`config.mk`:
```
export PLATFORM = sky130hd
export DESIGN_NAME = uart_cmd_host_flat
export DESIGN_NICKNAME = d
export VERILOG_FILES = /design/src/rtl/uart_cmd_host_pkg.sv /design/src/rtl/uart_cmd_host_if.sv /design/src/rtl/uart_bit_timer.sv /design/src/rtl/uart_cmd_host.sv /design/src/flat_wrapper.sv
export SDC_FILE = /design/constraint.sdc
export NUM_CORES = 1
export LEC_CHECK = 0
export BUFFER_PORTS_ARGS = -buffer_cell sky130_fd_sc_hd__buf_2
export CAP_MARGIN = 40
export CORE_ASPECT_RATIO = 2
export CORE_MARGIN = 3
export CORE_UTILIZATION = 35
export DETAILED_ROUTE_END_ITERATION = 12
export SLEW_MARGIN = 5
export SYNTH_ARGS = -nofsm -noshare
export SYNTH_HDL_FRONTEND = slang
export SYNTH_SLANG_ARGS = --single-unit
```
`constraint.sdc`:
```
create_clock -name clk -period 3.33 [get_ports clk]
set_input_delay 0.1665 -clock clk [delete_from_list [all_inputs] [get_ports clk]]
set_output_delay 0.1665 -clock clk [all_outputs]
set_load 0.02 [all_outputs]
```
`src/rtl/uart_cmd_host_pkg.sv`:
```
// rtl/uart_cmd_host_pkg.sv - opcodes, command encodings, FSM states and frame-length lookup
// Break states exist only when UART_CMD_HOST_BREAK_EN is defined.
package uart_cmd_host_pkg;

  localparam logic [7:0] OP_WRITE   = 8'hAA;
  localparam logic [7:0] OP_READ    = 8'hBB;
  localparam logic [7:0] OP_ALU_OP  = 8'hCC;
  localparam logic [7:0] OP_ALU_NOP = 8'hDD;

  localparam int BREAK_LOW_BITS = 12;

  typedef enum logic [1:0] {
    CMD_WRITE   = 2'd0,
    CMD_READ    = 2'd1,
    CMD_ALU_OP  = 2'd2,
    CMD_ALU_NOP = 2'd3
  } cmd_type_e;

  typedef enum logic [2:0] {
    ST_IDLE,
    ST_START,
    ST_DATA,
    ST_PARITY,
    ST_STOP,
    ST_GAP
`ifdef UART_CMD_HOST_BREAK_EN
    ,
    ST_BRK_LO,
    ST_BRK_HI
`endif
  } state_e;

  function automatic logic [2:0] frame_len(input cmd_type_e t);
    case (t)
      CMD_WRITE:   frame_len = 3'd3;
      CMD_READ:    frame_len = 3'd2;
      CMD_ALU_OP:  frame_len = 3'd4;
      default:     frame_len = 3'd2;
    endcase
  endfunction

endpackage

```
`src/rtl/uart_cmd_host_if.sv`:
```
// rtl/uart_cmd_host_if.sv - command handshake and serial line bundle for uart_cmd_host
// break_req is present only when UART_CMD_HOST_BREAK_EN is defined.
interface uart_cmd_host_if #(
  parameter int DATA_WIDTH = 8,
  parameter int ADDR_SIZE  = 4,
  parameter int FUNC_WIDTH = 4,
  parameter int DIV_WIDTH  = 16
);
  logic                  cmd_valid;
  logic                  cmd_ready;
  logic [1:0]            cmd_type;
  logic [ADDR_SIZE-1:0]  cmd_addr;
  logic [DATA_WIDTH-1:0] cmd_data0;
  logic [DATA_WIDTH-1:0] cmd_data1;
  logic [FUNC_WIDTH-1:0] cmd_func;
  logic                  par_en;
  logic                  par_typ;
  logic [DIV_WIDTH-1:0]  baud_div;
  logic                  tx_line;
  logic                  busy;
  logic                  cmd_done;
`ifdef UART_CMD_HOST_BREAK_EN
  logic                  break_req;
`endif

  modport master (
    output cmd_valid, cmd_type, cmd_addr, cmd_data0, cmd_data1, cmd_func,
           par_en, par_typ, baud_div,
`ifdef UART_CMD_HOST_BREAK_EN
    output break_req,
`endif
    input  cmd_ready, tx_line, busy, cmd_done
  );

  modport slave (
    input  cmd_valid, cmd_type, cmd_addr, cmd_data0, cmd_data1, cmd_func,
           par_en, par_typ, baud_div,
`ifdef UART_CMD_HOST_BREAK_EN
    input  break_req,
`endif
    output cmd_ready, tx_line, busy, cmd_done
  );
endinterface

```
`src/rtl/uart_bit_timer.sv`:
```
// rtl/uart_bit_timer.sv - loadable down-counter; tick marks the last cycle of a bit period
module uart_bit_timer #(
  parameter int DIV_WIDTH = 16
) (
  input  logic                 clk,
  input  logic                 rst_n,
  input  logic                 load,
  input  logic [DIV_WIDTH-1:0] load_val,
  output logic                 tick
);
  logic [DIV_WIDTH-1:0] cnt_q, cnt_d;

  always_comb begin
    cnt_d = cnt_q;
    if (load)
      cnt_d = load_val;
    else if (cnt_q != '0)
      cnt_d = cnt_q - 1'b1;
  end

  always_ff @(posedge clk or negedge rst_n) begin
    if (!rst_n) cnt_q <= '0;
    else        cnt_q <= cnt_d;
  end

  assign tick = (cnt_q == '0);
endmodule

```
`src/rtl/uart_cmd_host.sv`:
```
// rtl/uart_cmd_host.sv - serializes one host command per handshake as UART byte frames
// Optional line-break generator enabled by defining UART_CMD_HOST_BREAK_EN.
module uart_cmd_host
  import uart_cmd_host_pkg::*;
#(
  parameter int DATA_WIDTH = 8,
  parameter int ADDR_SIZE  = 4,
  parameter int FUNC_WIDTH = 4,
  parameter int DIV_WIDTH  = 16,
  parameter int GAP_BITS   = 1
) (
  input  logic              clk,
  input  logic              rst_n,
  uart_cmd_host_if.slave    bus
);
  state_e                state_q, state_d;
  logic [1:0]            byte_idx_q, byte_idx_d;
  logic [3:0]            bit_idx_q, bit_idx_d;
  cmd_type_e             type_q, type_d;
  logic [ADDR_SIZE-1:0]  addr_q, addr_d;
  logic [DATA_WIDTH-1:0] data0_q, data0_d;
  logic [DATA_WIDTH-1:0] data1_q, data1_d;
  logic [FUNC_WIDTH-1:0] func_q, func_d;
  logic                  pe_q, pe_d;
  logic                  pt_q, pt_d;
  logic [DIV_WIDTH-1:0]  baud_q, baud_d;
  logic                  done_q, done_d;

  logic                  load, tick, last_byte, tx;
  logic [DIV_WIDTH-1:0]  load_val;
  logic [DATA_WIDTH-1:0] cur_byte;

  uart_bit_timer #(.DIV_WIDTH(DIV_WIDTH)) u_timer (
    .clk      (clk),
    .rst_n    (rst_n),
    .load     (load),
    .load_val (load_val),
    .tick     (tick)
  );

  always_comb begin
    cur_byte = DATA_WIDTH'(OP_ALU_NOP);
    case (type_q)
      CMD_WRITE:
        case (byte_idx_q)
          2'd0:    cur_byte = DATA_WIDTH'(OP_WRITE);
          2'd1:    cur_byte = DATA_WIDTH'(addr_q);
          default: cur_byte = data0_q;
        endcase
      CMD_READ:
        cur_byte = (byte_idx_q == 2'd0) ? DATA_WIDTH'(OP_READ) : DATA_WIDTH'(addr_q);
      CMD_ALU_OP:
        case (byte_idx_q)
          2'd0:    cur_byte = DATA_WIDTH'(OP_ALU_OP);
          2'd1:    cur_byte = data0_q;
          2'd2:    cur_byte = data1_q;
          default: cur_byte = DATA_WIDTH'(func_q);
        endcase
      default:
        cur_byte = (byte_idx_q == 2'd0) ? DATA_WIDTH'(OP_ALU_NOP) : DATA_WIDTH'(func_q);
    endcase
  end

  assign last_byte = ({1'b0, byte_idx_q} == (frame_len(type_q) - 3'd1));

  always_comb begin
    state_d    = state_q;
    byte_idx_d = byte_idx_q;
    bit_idx_d  = bit_idx_q;
    type_d     = type_q;
    addr_d     = addr_q;
    data0_d    = data0_q;
    data1_d    = data1_q;
    func_d     = func_q;
    pe_d       = pe_q;
    pt_d       = pt_q;
    baud_d     = baud_q;
    done_d     = 1'b0;
    load       = 1'b0;
    load_val   = baud_q;

    if (state_q == ST_IDLE) begin
`ifdef UART_CMD_HOST_BREAK_EN
      if (bus.break_req) begin
        state_d   = ST_BRK_LO;
        bit_idx_d = '0;
        baud_d    = bus.baud_div;
        load      = 1'b1;
        load_val  = bus.baud_div;
      end else
`endif
      if (bus.cmd_valid) begin
        state_d    = ST_START;
        byte_idx_d = '0;
        type_d     = cmd_type_e'(bus.cmd_type);
        addr_d     = bus.cmd_addr;
        data0_d    = bus.cmd_data0;
        data1_d    = bus.cmd_data1;
        func_d     = bus.cmd_func;
        pe_d       = bus.par_en;
        pt_d       = bus.par_typ;
        baud_d     = bus.baud_div;
        load       = 1'b1;
        load_val   = bus.baud_div;
      end
    end else if (tick) begin
      // every bit period, including the next byte's start bit, reloads from the latched divider
      load = 1'b1;
      case (state_q)
        ST_START: begin
          state_d   = ST_DATA;
          bit_idx_d = '0;
        end
        ST_DATA: begin
          if (bit_idx_q == 4'(DATA_WIDTH - 1))
            state_d = pe_q ? ST_PARITY : ST_STOP;
          else
            bit_idx_d = bit_idx_q + 4'd1;
        end
        ST_PARITY: state_d = ST_STOP;
        ST_STOP, ST_GAP: begin
          if (state_q == ST_STOP && GAP_BITS > 0) begin
            state_d   = ST_GAP;
            bit_idx_d = '0;
          end else if (state_q == ST_GAP && bit_idx_q != 4'(GAP_BITS - 1)) begin
            bit_idx_d = bit_idx_q + 4'd1;
          end else if (last_byte) begin
            state_d = ST_IDLE;
            done_d  = 1'b1;
          end else begin
            state_d    = ST_START;
            byte_idx_d = byte_idx_q + 2'd1;
          end
        end
`ifdef UART_CMD_HOST_BREAK_EN
        ST_BRK_LO: begin
          if (bit_idx_q == 4'(BREAK_LOW_BITS - 1))
            state_d = ST_BRK_HI;
          else
            bit_idx_d = bit_idx_q + 4'd1;
        end
        ST_BRK_HI: begin
          state_d = ST_IDLE;
          done_d  = 1'b1;
        end
`endif
        default: state_d = ST_IDLE;
      endcase
    end
  end

  always_ff @(posedge clk or negedge rst_n) begin
    if (!rst_n) begin
      state_q    <= ST_IDLE;
      byte_idx_q <= '0;
      bit_idx_q  <= '0;
      type_q     <= CMD_WRITE;
      addr_q     <= '0;
      data0_q    <= '0;
      data1_q    <= '0;
      func_q     <= '0;
      pe_q       <= 1'b0;
      pt_q       <= 1'b0;
      baud_q     <= '0;
      done_q     <= 1'b0;
    end else begin
      state_q    <= state_d;
      byte_idx_q <= byte_idx_d;
      bit_idx_q  <= bit_idx_d;
      type_q     <= type_d;
      addr_q     <= addr_d;
      data0_q    <= data0_d;
      data1_q    <= data1_d;
      func_q     <= func_d;
      pe_q       <= pe_d;
      pt_q       <= pt_d;
      baud_q     <= baud_d;
      done_q     <= done_d;
    end
  end

  always_comb begin
    tx = 1'b1;
    case (state_q)
      ST_START:  tx = 1'b0;
      ST_DATA:   tx = cur_byte[bit_idx_q[$clog2(DATA_WIDTH)-1:0]];
      ST_PARITY: tx = (^cur_byte) ^ pt_q;
`ifdef UART_CMD_HOST_BREAK_EN
      ST_BRK_LO: tx = 1'b0;
`endif
      default:   tx = 1'b1;
    endcase
  end

  assign bus.tx_line   = tx;
  assign bus.cmd_ready = (state_q == ST_IDLE);
  assign bus.busy      = (state_q != ST_IDLE);
  assign bus.cmd_done  = done_q;
endmodule
```
`src/flat_wrapper.sv`:
```
// flat-port wrapper written by rule: the top's interface ports become plain ports
module uart_cmd_host_flat import uart_cmd_host_pkg::*;
#(
  parameter int DATA_WIDTH = 8,
  parameter int ADDR_SIZE  = 4,
  parameter int FUNC_WIDTH = 4,
  parameter int DIV_WIDTH  = 16,
  parameter int GAP_BITS   = 1
)
  (clk, rst_n, bus_cmd_valid, bus_cmd_type, bus_cmd_addr, bus_cmd_data0, bus_cmd_data1, bus_cmd_func, bus_par_en, bus_par_typ, bus_baud_div, bus_cmd_ready, bus_tx_line, bus_busy, bus_cmd_done);
  uart_cmd_host_if #(.DATA_WIDTH(DATA_WIDTH), .ADDR_SIZE(ADDR_SIZE), .FUNC_WIDTH(FUNC_WIDTH), .DIV_WIDTH(DIV_WIDTH)) bus_i ();
  input  logic clk;
  input  logic rst_n;
  input wire logic [$bits(bus_i.cmd_valid)-1:0] bus_cmd_valid;
  input wire logic [$bits(bus_i.cmd_type)-1:0] bus_cmd_type;
  input wire logic [$bits(bus_i.cmd_addr)-1:0] bus_cmd_addr;
  input wire logic [$bits(bus_i.cmd_data0)-1:0] bus_cmd_data0;
  input wire logic [$bits(bus_i.cmd_data1)-1:0] bus_cmd_data1;
  input wire logic [$bits(bus_i.cmd_func)-1:0] bus_cmd_func;
  input wire logic [$bits(bus_i.par_en)-1:0] bus_par_en;
  input wire logic [$bits(bus_i.par_typ)-1:0] bus_par_typ;
  input wire logic [$bits(bus_i.baud_div)-1:0] bus_baud_div;
  output wire logic [$bits(bus_i.cmd_ready)-1:0] bus_cmd_ready;
  output wire logic [$bits(bus_i.tx_line)-1:0] bus_tx_line;
  output wire logic [$bits(bus_i.busy)-1:0] bus_busy;
  output wire logic [$bits(bus_i.cmd_done)-1:0] bus_cmd_done;
  assign bus_i.cmd_valid = bus_cmd_valid;
  assign bus_i.cmd_type = bus_cmd_type;
  assign bus_i.cmd_addr = bus_cmd_addr;
  assign bus_i.cmd_data0 = bus_cmd_data0;
  assign bus_i.cmd_data1 = bus_cmd_data1;
  assign bus_i.cmd_func = bus_cmd_func;
  assign bus_i.par_en = bus_par_en;
  assign bus_i.par_typ = bus_par_typ;
  assign bus_i.baud_div = bus_baud_div;
  assign bus_cmd_ready = bus_i.cmd_ready;
  assign bus_tx_line = bus_i.tx_line;
  assign bus_busy = bus_i.busy;
  assign bus_cmd_done = bus_i.cmd_done;
  uart_cmd_host #(.DATA_WIDTH(DATA_WIDTH), .ADDR_SIZE(ADDR_SIZE), .FUNC_WIDTH(FUNC_WIDTH), .DIV_WIDTH(DIV_WIDTH), .GAP_BITS(GAP_BITS)) u_core (.clk(clk), .rst_n(rst_n), .bus(bus_i));
endmodule
```
# Word-level counts from Yosys, hierarchy flattened
# Cells that the tools add are included.
totals:
  register_bits: 70
  input_bits: 47
  wordCells: 99
classes:
  n_addsub: 4
  magnitude_cmp: 1
  n_eq_ne: 19
  n_mux: 42
  bitwise_logic: 2
  n_reduce_logical: 18
op_table:
  columns: ["op", "count"]
  rows:
  - ["$mux W16", 4]
  - ["$pmux W8 S3", 2]
  - ["$mux W3", 7]
  - ["$logic_not A16 Y1", 1]
  - ["$mux W8", 2]
  - ["$pmux W8 S2", 1]
  - ["$reduce_bool A16 Y1", 1]
  - ["$sub A16 B1 Y16 const B", 1]
  - ["$mux W2", 7]
  - ["$mux W4", 3]
  - ["$pmux W3 S4", 1]
  - ["$pmux W4 S3", 1]
  - ["$mux W1", 11]
  - ["$ne A2 B2 Y1 const B", 5]
  - ["$reduce_xor A8 Y1", 1]
  - ["$eq A3 B2 Y1 const B", 2]
  - ["$eq A3 B3 Y1 const B", 2]
  - ["$pmux W3 S2", 1]
  - ["$reduce_and A6 Y1", 1]
  - ["$reduce_bool A2 Y1", 3]
  - ["$reduce_bool A3 Y1", 2]
  - ["$reduce_and A5 Y1", 1]
  - ["$add A4 B1 Y4 const B", 1]
  - ["$eq A2 B1 Y1 const B", 2]
  - ["21 further kinds", 23]

# Logic depth before layout (Yosys ltp)
depth:
  ltp_word: 10
  ltp_mapped: 11
  depth_no_buf: 9

# Hierarchy
# From an unflattened synthesis, not the netlist that was laid out.
unflattened:
  hier_cells: 383
  hier_area_um2: 4035.1
modules_own_cells:
  columns: ["mod", "n_inst", "cells_per_inst", "area_each_um2", "seq_area_each_um2"]
  rows:
  - ["uart_cmd_host", 1, 279, 3029.2, 1351.3]
  - ["uart_bit_timer", 1, 104, 1006.0, 400.4]

# Worst setup path before layout
# OpenSTA, ideal clock, no wires.
synth_timing:
  kind: "reg-to-output"
  startpoint: "register u_core.byte_idx_q[0]"
  endpoint: "output port bus_tx_line"
  arrival_time_ps: 2770
  required_ps: 3164
  slack_ps: 393
  path_stages_with_launch: 11
  cell_sequence: "dfrtp_1 -> inv_1 -> ha_1 -> buf_6 -> a22o_1 -> or4_4 -> o311ai_4 -> xor2_2 -> xnor3_1 -> and3_1 -> o41ai_2"
synth_between:
  elab_chain_cells: 6
  elab_cells_between_ends: 13
  classes_between: "eq/ne (2); mux (8); bitwise (1); reduce/logical (2)"
synth_rtl:
  columns: ["item", "line", "source"]
  rows:
  - ["start: declaration", "uart_cmd_host.sv:17", "logic [1:0] byte_idx_q, byte_idx_d;"]
  - ["start signal: assignment", "uart_cmd_host.sv:168", "byte_idx_q <= byte_idx_d;"]
  - ["$eq A2 B2 Y1, or another cell as far along", "uart_cmd_host.sv:53", "case (byte_idx_q)"]
  - ["$pmux W8 S3, or another cell as far along", "uart_cmd_host.sv:53", null]
  - ["$pmux W8 S3 (*)", "uart_cmd_host.sv:43", "case (type_q)"]
  - ["$bmux W1 S3 or $reduce_xor A8 Y1 (tied branches)", "uart_cmd_host.sv:186, uart_cmd_host.sv:187", null]
  - ["$mux W1 (implied by the code) or $xor A1 B1 Y1 (tied branches)", "uart_cmd_host.sv:186, uart_cmd_host.sv:187", null]
  - ["$pmux W1 S3 (*)", "uart_cmd_host.sv:184", "case (state_q)"]
  - ["end: declaration", "flat_wrapper.sv:24", "output wire logic [$bits(bus_i.tx_line)-1:0] bus_tx_line;"]
# Mark *: on every way between the ends. The rest lies on a longest branch, timed or not. The select of a mux whose other input is x is not followed.

# Worst setup path in the final report
# Same ends and word-level chain as after synthesis.

==> results.cfg <==
[grt]
antenna_found_initial = 0
grt_pass1_vias = 3589
grt_max_degree = 49
globalRouteOverflowTotal = 0
grt_pass1_wl_mm = 17.4
grt_usage_pct = 18.3

[worst_setup_path]
worstPathArrival_ps = 3040
cpMostUsedCell = buf_4
cpPeakStageDelay_ps = 460
crit_path_start_kind = flip-flop
timing.critical_path.buf_inv = 3
crit_slowest_cell = dfrtp_2
cp_top_family = compound AO/OA/AOI/OAI gates
cp_max_fo = 10
crit_type = reg -> out
cp-end-kind = primary output
required_ps = 3160
crit_chain = buf_4 -> ha_2 -> and2b_2 -> o21ai_2 -> o311ai_4 -> buf_4 -> mux2_2 -> o221ai_1 -> a221oi_2 -> o41ai_4 -> buf_4

[place]
pre_cts_ws_ps = 196
place.gp.congestion = 0.906
place_inst = 636
dpl.hpwl_mm = 8.01
portBuffers = 50

[synth]
synth_edf_count = 0
synth.yosys.seq_area_share_pct = 43.9
synth_area_mm2 = 0.00399
syn_nets = 516
avgSynthCellArea_um2 = 8.65
async_flop_share_pct = 100
yosysWarningCount = 0
yosysUniqueCellTypes = 67
synth-main-ff-cell = dfrtp_1
syn_inst = 461
synth_seq_cells = 70

[die]
num_io_pins = 51
die_y_um = 157
dieArea_mm2 = 0.0128
initial_core_util_pct = 36.2
die_x_um = 81.5
num_rows = 54
core_mm2 = 0.0110

[clocking]
cts-root-buf = clkbuf_16
cts_tree = yes
clkLatencyLatePin_ps = 330
cts.sinks = 70
cts_buffers = 9
h-tree-depth = 3
clk_pin_slew_worst_paths_ps = 60
cts_max_path_buffers = 2

[sta]
worst_slew_pin_slew_ps = 605
finalHoldViolCount = 0
period_minus_slack_ps = 3200
setup_viol = 0
finalSetupTns_ps = 0
slew_headroom_pct = 59.6
skew_ps = 3.65
slew_viol_final = 0
fin_ws_ps = 128
fin_worst_hold_slack_ps = 17.8
period_share_pct = 96.1
fmax_mhz = 312
rsz0062_at_grt = no

[job]
maxCapViolCount = 0

[route]
drc = 0
routedWlPerCell_um = 16.6
postRouteWirelength_mm = 10.9
routed_via_density = 5.26
drt-pass1-iter-count = 4
vias = 3454
drtIter0Drc = 211
ant_nets = 0

[finish]
regArea_mm2 = 0.00175
diodes = 0
area_delta_synth_final_pct = 20.3
multi_input_area_mm2 = 0.00212
nFillCells = 1129
post-route-util_pct = 43.5
nets = 567
final_cells = 657
drive_above_1_share_pct = 23.6

[pwr]
peakVddDrop_mv = 0.302
power.leakage_nw = 2.20
p_per_area_mw_per_mm2 = 400

[min_path]
hold_class = in -> reg

[status]
outcome = complete, no violations
logic make-up after synthesis:
kind of cell	share of synthesized area (%)
compound gates	14.8
xor+xnor	4.05
fa+ha+maj	2.51
buf+inv	5.05
flops	43.9
mux	2.45
simple gates	27.2
stage by stage:
step	power, mW	instance area, um^2
after global placement	0.911	4350
after global routing	1.99	4800
after CTS	1.94	4730
final	1.92	4800
after detailed placement	0.912	4350
after floorplan	0.867	3990
flip-flops by register name (all words and copies together) (netlist names):
name	flops
u_core.byte_idx_q	2
u_core.type_q	2
u_core.pe_q	1
u_core.pt_q	1
u_core.bus.cmd_done	1
u_core.data0_q	8
u_core.func_q	4
u_core.state_q	3
u_core.baud_q	16
u_core.bit_idx_q	4
u_core.u_timer.cnt_q	16
u_core.addr_q	4
u_core.data1_q	8
per-layer routing:
| layer | up-vias | global-route usage (%) | share of wire, % |
|---|---|---|---|
| li1 | 1677 | - | - |
| met1 | 1661 | 17.9 | 35 |
| met2 | 80 | 33.1 | 55 |
| met3 | 36 | 3.26 | 3.4 |
| met4 | 0 | 13.1 | 6.6 |
| met5 | - | 0 | 0 |
worst register-to-register path: cells and delay by family, from the launching register on:
kind	cells	cell delay (ps)
multiplexers	1	360
AND/OR/NAND/NOR	3	1200
buffers and inverters	1	290
AO/OA/AOI/OAI	1	330
flip-flops	1	410
synth_stat cells, types with 2 or more instances:
cell type | n | area, um^2
a211oi_1 | 4 | 30.0
a21oi_1 | 7 | 35.0
a221o_2 | 2 | 22.5
a221oi_1 | 4 | 35.0
a31oi_1 | 2 | 12.5
a32oi_1 | 3 | 26.3
and2b_2 | 3 | 26.3
and3_1 | 4 | 25.0
buf_1 | 3 | 11.3
buf_2 | 5 | 25.0
buf_6 | 2 | 22.5
clkbuf_1 | 13 | 48.8
dfrtp_1 | 70 | 1750
ha_1 | 8 | 100
inv_1 | 14 | 52.6
mux2_2 | 6 | 67.6
mux2i_1 | 3 | 30.0
nand2_1 | 164 | 616
nand2b_1 | 3 | 18.8
nand3_1 | 9 | 45.0
nand3b_1 | 2 | 15.0
nor2_1 | 18 | 67.6
nor2b_1 | 5 | 31.3
nor3_1 | 8 | 40.0
nor3b_2 | 2 | 25.0
nor4_1 | 3 | 18.8
nor4b_1 | 2 | 17.5
o21ai_0 | 22 | 110
o21ai_1 | 3 | 15.0
o221ai_1 | 4 | 35.0
o31a_1 | 2 | 17.5
o31ai_1 | 9 | 67.6
o41ai_1 | 2 | 17.5
or3_1 | 3 | 18.8
or4_1 | 3 | 22.5
xnor2_1 | 6 | 52.6
xor2_1 | 8 | 70.1
cell usage in the layout (no fill, tap or decap), drive strengths merged, types with 5 or more instances in the layout:
cell and n:
mux2 6, ha 8, xnor2 6, inv 14, xor2 9, o21ai 27, clkbuf 10, buf 65
nor3 8, o31ai 9, nand3 9, nand2 164, nor2 19, a21oi 7, dfrtp 70, nor2b 5
power by group:
group          switching (mW)  internal [mW]
clock network           0.371          0.654
registers                   0          0.851
logic                  0.0244         0.0206
total                   0.395           1.53
worst paths after layout:
check,to,cells past startpoint,slack (ps),startpoint
worst max-delay path,bus_tx_line,11,130,u_core.byte_idx_q[0]$_DFFE_PN0P_
worst min-delay path,u_core.func_q[3]$_DFFE_PN0P_,3,20,bus_cmd_func[3]
worst max register to register,u_core.u_timer.cnt_q[13]$_DFFE_PN0P_,6,630,u_core.u_timer.cnt_q[10]$_DFFE_PN0P_
worst min register to register,u_core.func_q[0]$_DFFE_PN0P_,2,470,u_core.func_q[0]$_DFFE_PN0P_
max in group asynchronous,u_core.byte_idx_q[0]$_DFFE_PN0P_,3,1920,rst_n
min in group asynchronous,u_core.baud_q[10]$_DFF_PN0_,2,360,rst_n
area by class of cell:
cell class / instances / area share [%]
timing repair buffer: 66 / 7.83
multi-input combinational: 351 / 44.3
inverter: 14 / 1.10
clock inverter: 6 / 1.80
clock buffer: 10 / 4.77
sequential: 70 / 36.6
tap: 140 / 3.65
what timing repair did:
action / CTS / global route
setup endpoints to repair: 1 / 1
cloned: 0 / 0
hold endpoints to repair: 22 / 0
pin swaps: 3 / 4
setup buffers: 3 / 1
hold buffers: 1 / 0
resized for setup: 8 / 12
Note: power is estimated with default switching activity, not from simulation.
